<file path="src/rtl/fetch_ctrl_pkg.sv">
// Shared constants for the fetch sequencer: datapath width, reset vector and
// the 2-bit state encoding that the debug/trace logic decodes.
package fetch_ctrl_pkg;

  localparam int WORD_SIZE = 16;
  localparam logic [WORD_SIZE-1:0] RESET_VECTOR = '0;

  typedef enum logic [1:0] {
    ST_IDLE  = 2'd0,
    ST_FETCH = 2'd1,
    ST_WAIT  = 2'd2,
    ST_HOLD  = 2'd3
  } fetch_state_e;

endpackage

</file>
<file path="src/rtl/fetch_ctrl.sv">
// PC sequencer: sequential fetch, stall hold, redirect (deferred to read completion).
// Outputs are Mealy, same cycle as inputs; mem_ready low holds the PC with the request raised.
module fetch_ctrl
  import fetch_ctrl_pkg::*;
(
  input  logic                 Clk,
  input  logic                 Reset_N,
  input  logic                 stall,
  input  logic                 redirect_valid,
  input  logic [WORD_SIZE-1:0] redirect_target,
  input  logic                 mem_ready,
  input  logic [WORD_SIZE-1:0] pc_in,
  output logic                 pcWrite,
  output logic [WORD_SIZE-1:0] nextAddr,
  output logic                 i_readM,
  output logic                 fetch_valid,
  output logic                 flush,
  output logic [WORD_SIZE-1:0] num_inst
);

  fetch_state_e         state_q, state_d;
  logic                 pend_valid_q, pend_valid_d;
  logic [WORD_SIZE-1:0] pend_target_q, pend_target_d;
  logic [WORD_SIZE-1:0] num_inst_q, num_inst_d;

  always_comb begin
    state_d       = state_q;
    pend_valid_d  = pend_valid_q;
    pend_target_d = pend_target_q;
    num_inst_d    = num_inst_q;
    pcWrite       = 1'b0;
    nextAddr      = RESET_VECTOR;
    i_readM       = 1'b0;
    fetch_valid   = 1'b0;
    flush         = 1'b0;

    case (state_q)
      ST_IDLE: begin
        pcWrite = 1'b1;
        state_d = ST_FETCH;
      end
      ST_FETCH, ST_WAIT: begin
        i_readM = 1'b1;
        flush   = redirect_valid;
        if (mem_ready) begin
          if (pend_valid_q || redirect_valid) begin
            // A live redirect is newer than anything parked, so it wins.
            pcWrite      = 1'b1;
            nextAddr     = redirect_valid ? redirect_target : pend_target_q;
            pend_valid_d = 1'b0;
            state_d      = ST_FETCH;
          end else if (stall) begin
            state_d = ST_HOLD;
          end else begin
            pcWrite     = 1'b1;
            nextAddr    = pc_in + WORD_SIZE'(1);
            fetch_valid = 1'b1;
            state_d     = ST_FETCH;
          end
        end else begin
          if (redirect_valid) begin
            pend_valid_d  = 1'b1;
            pend_target_d = redirect_target;
          end
          state_d = ST_WAIT;
        end
      end
      ST_HOLD: begin
        flush = redirect_valid;
        if (redirect_valid) begin
          pcWrite  = 1'b1;
          nextAddr = redirect_target;
          state_d  = ST_FETCH;
        end else if (!stall) begin
          state_d = ST_FETCH;
        end
      end
    endcase

    if (fetch_valid) begin
      num_inst_d = num_inst_q + WORD_SIZE'(1);
    end

    if (!Reset_N) begin
      pcWrite      = 1'b1;
      nextAddr     = RESET_VECTOR;
      i_readM      = 1'b0;
      fetch_valid  = 1'b0;
      flush        = 1'b0;
      state_d      = ST_IDLE;
      pend_valid_d = 1'b0;
      num_inst_d   = '0;
    end
  end

  always_ff @(posedge Clk) begin
    if (!Reset_N) begin
      state_q      <= ST_IDLE;
      pend_valid_q <= 1'b0;
      num_inst_q   <= '0;
    end else begin
      state_q      <= state_d;
      pend_valid_q <= pend_valid_d;
      num_inst_q   <= num_inst_d;
    end
  end

  // The target is only meaningful while pend_valid_q is set, so it needs no reset.
  always_ff @(posedge Clk) begin
    pend_target_q <= pend_target_d;
  end

  assign num_inst = num_inst_q;

endmodule

</file>
<file path="config.mk">
export PLATFORM = sky130hd
export DESIGN_NAME = fetch_ctrl
export DESIGN_NICKNAME = d
export VERILOG_FILES = /design/src/rtl/fetch_ctrl_pkg.sv /design/src/rtl/fetch_ctrl.sv
export SDC_FILE = /design/constraint.sdc
export NUM_CORES = 1
export LEC_CHECK = 0
export CAP_MARGIN = 30
export CORE_UTILIZATION = 45
export CTS_CLUSTER_SIZE = 10
export DETAILED_ROUTE_END_ITERATION = 8
export MAX_ROUTING_LAYER = met4
export PLACE_DENSITY = 0.84
export SLEW_MARGIN = 20
export SYNTH_ARGS = -nofsm -noshare
export SYNTH_HDL_FRONTEND = slang
export SYNTH_SLANG_ARGS = --single-unit
</file>
<file path="constraint.sdc">
create_clock -name Clk -period 2.95 [get_ports Clk]
set_input_delay 0.59 -clock Clk [delete_from_list [all_inputs] [get_ports Clk]]
set_output_delay 0.59 -clock Clk [all_outputs]
set_load 0.01 [all_outputs]
</file>
==> flow_summary.yaml <==
floorplanning:
  initial_core_util_pct: 46.9
  rows: 26
  core_sq_um: 5140
  die_area_sq_um: 5650
  fp.dieW_um: 75.2
  ios: 73
  die_h_um: 75.2
yosys:
  seq_area_frac_synth_pct: 35.7
  synth_ff_type: "dfxtp_1"
  synth_top_area_share_pct: 19.9
  synth_top_area_cell: "edfxtp_1"
  synth_edf_count: 16
  ys_warn_count: 0
  synth_nets: 311
  syn_avg_cell_area_sq_um: 8.92
  synthDistinctLibCells: 52
  synth_cells: 270
  synth.cell_area_sq_um: 2410
  synth_seq_cells: 35
  synthTopCellsByArea: "edfxtp_1, dfxtp_1, mux2_2"
  synth-async-reset-ratio_pct: 0
global_routing:
  grt_overflow: 0
  grt_pass1_wl_mm: 10.5
  antenna_found_initial: 0
  grt_max_degree: 24
  grt_use_total_pct: 25.3
  grt_pass1_vias: 2390
power:
  ir_worst_vdd_mv: 0.264
  leakage_uw: 0.00151
  p_per_area_nw_per_um2: 342
placement:
  place_congestion: 0.894
  dp.cells: 444
  numPortBuffers: 72
  post-dp-hpwl_mm: 5.28
  pre_cts_slack_ps: -552
detailed_routing:
  drt_iter0_drc: 115
  dr.pass1.iters: 4
  wl_per_cell_um: 15.2
  routed_wl_mm: 6.91
  drc: 0
  routed_via_density: 5.62
  drtAntennaViolNets: 0
  num_vias: 2546
timing:
  hold_viol: 0
  finalSetupViolations: 0
  final.setup.tns_ps: 0
  worstMarginPinSlew_ps: 312
  fmax_mhz: 341
  setup_slack_ps: 14.8
  fin_crit_sh_pct: 99.5
  maxSlewHeadroom_pct: 79.2
  maxSlewViolCount: 0
  fin_skew_ps: 4.72
  grt_setup_unrepaired: "no"
  min_period_ps: 2940
clock_network:
  cts_buffers: 5
  clock_sinks: 35
  cts_tree: "done"
  root_buffer: "clkbuf_8"
  htree_levels: 2
  max-clock-path-buffers: 2
  clk-insertion-delay-late_ps: 290
  path_clk_slew_ps: 70
cells_and_area:
  synthToLayoutAreaGrowth_pct: 52.9
  final_cells: 453
  antenna_cells: 0
  nets: 423
  fillers: 406
  drive_gt1_share_pct: 23.5
hold_path:
  hp-class: "register to register"
status:
  outcome: "completed"
worst_setup_path:
  cp.arrival_ps: 2350
  cp-end-kind: "output pin"
  criticalPathCategory: "input pin to output pin"
  crit_path_max_fanout: 3
  worstPathRequired_ps: 2360
  worst_setup_path_start_kind: "input pin"
run:
  maxCapViolations: 0
path summary, 6_finish.rpt:
check / startpoint / end / slack [ps] / depth (start not counted)
worst max register to register: state_q[1] / num_inst[12] / 950 / 7
worst min-delay path: num_inst[15] / num_inst[15] / 480 / 2
worst min register to register: num_inst[15] / num_inst[15] / 480 / 2
worst max-delay path: Reset_N / nextAddr[15] / 10 / 6
through the flow:
stage	utilization (%)	hold WS (ps)	cell area, sq um	power [uW]
6_report	71.7	479	3680	1260
3_5_place_dp	68.4	477	3520	873
4_1_cts	70.7	487	3630	1260
3_3_place_gp	68.4	465	3520	863
2_1_floorplan	-	495	2410	698
5_1_grt	71.7	507	3680	1320
synthesized netlist by cell type, types with 2 or more instances:
| cell | instances |
|---|---|
| a31oi_1 | 9 |
| and2_1 | 11 |
| a21oi_1 | 12 |
| nand3_1 | 15 |
| clkbuf_1 | 7 |
| o22ai_1 | 5 |
| nor3b_1 | 7 |
| ha_1 | 4 |
| and4_1 | 2 |
| nand4_2 | 2 |
| nand2_1 | 25 |
| o21ai_0 | 14 |
| nor2_1 | 9 |
| edfxtp_1 | 16 |
| nand3_2 | 2 |
| a32oi_1 | 3 |
| o211ai_1 | 3 |
| buf_2 | 3 |
| inv_1 | 11 |
| o31a_2 | 3 |
| xnor2_1 | 12 |
| nor4_1 | 4 |
| and3_1 | 2 |
| dfxtp_1 | 19 |
| nand2b_1 | 5 |
| or3_1 | 8 |
| or4_4 | 2 |
| nor2b_1 | 2 |
| mux2_2 | 13 |
| a21boi_0 | 9 |
| nand4_1 | 6 |
| nor3_1 | 4 |
| xor2_1 | 2 |
cell type report:
| type | count | area, sq um | share of cell area (%) |
|---|---|---|---|
| Clock buffer | 6 | 93.8 | 2.55 |
| Clock inverter | 2 | 8.76 | 0.238 |
| Inverter | 11 | 41.3 | 1.12 |
| Multi-Input combinational cell | 212 | 1510 | 41.0 |
| Sequential cell | 35 | 861 | 23.4 |
| Tap cell | 70 | 87.6 | 2.38 |
| Timing Repair Buffer | 117 | 1080 | 29.3 |
cells by family (layout without fill, tap and decap cells):
logic type | Yosys count | after routing | share of synthesized area [%]
buf+inv | 23 | 136 | 4.05
mux | 13 | 13 | 6.08
fa+ha+maj | 4 | 4 | 2.08
xor+xnor | 14 | 14 | 5.09
flops | 35 | 35 | 35.7
compound gates | 65 | 65 | 17.8
simple gates | 116 | 116 | 29.2
power breakdown:
group	internal (uW)	switching [uW]	leakage, uW
registers	538	13.4	0.000303
logic	163	153	0.00116
clock network	213	179	0.0000538
worst max-delay path, cell delays in order:
cell	delay, ps
clkdlybuf4s50_1	520
nor2b_1	230
nand3_1	190
a311o_1	380
o211ai_1	110
dlygate4sd2_1	330
sequential cells by signal, summed over array words and instances (netlist names):
signal / count
num_inst: 16
pend_target_q: 16
state_q: 2
pend_valid_q: 1
what timing repair did:
action                     CTS  global route
gates resized for setup     39            14
buffers inserted             0             1
setup endpoints to repair   16             8
hold buffers                 0             0
pin swaps                    3             1
layer usage:
layer | up-vias | GRT usage, % | part of all wire, %
met3 | 14 | 5.76 | 4.7
met2 | 67 | 42.1 | 51
met4 | 0 | 9.05 | 1.9
li1 | 1238 | - | -
met5 | - | - | 0
met1 | 1227 | 30.0 | 42
cells in the final DEF (no fill, tap or decap), types with 10 or more instances in the layout:
master and instances:
a21oi_1 12, and2_1 10, buf_4 41, clkdlybuf4s50_1 42, dfxtp_1 19, dlygate4sd2_1 19, edfxtp_1 16, inv_1 11
mux2_2 13, nand2_1 24, nand3_1 14, o21ai_0 12, xnor2_1 12
No activity file was read; power rests on OpenSTA's default activity.
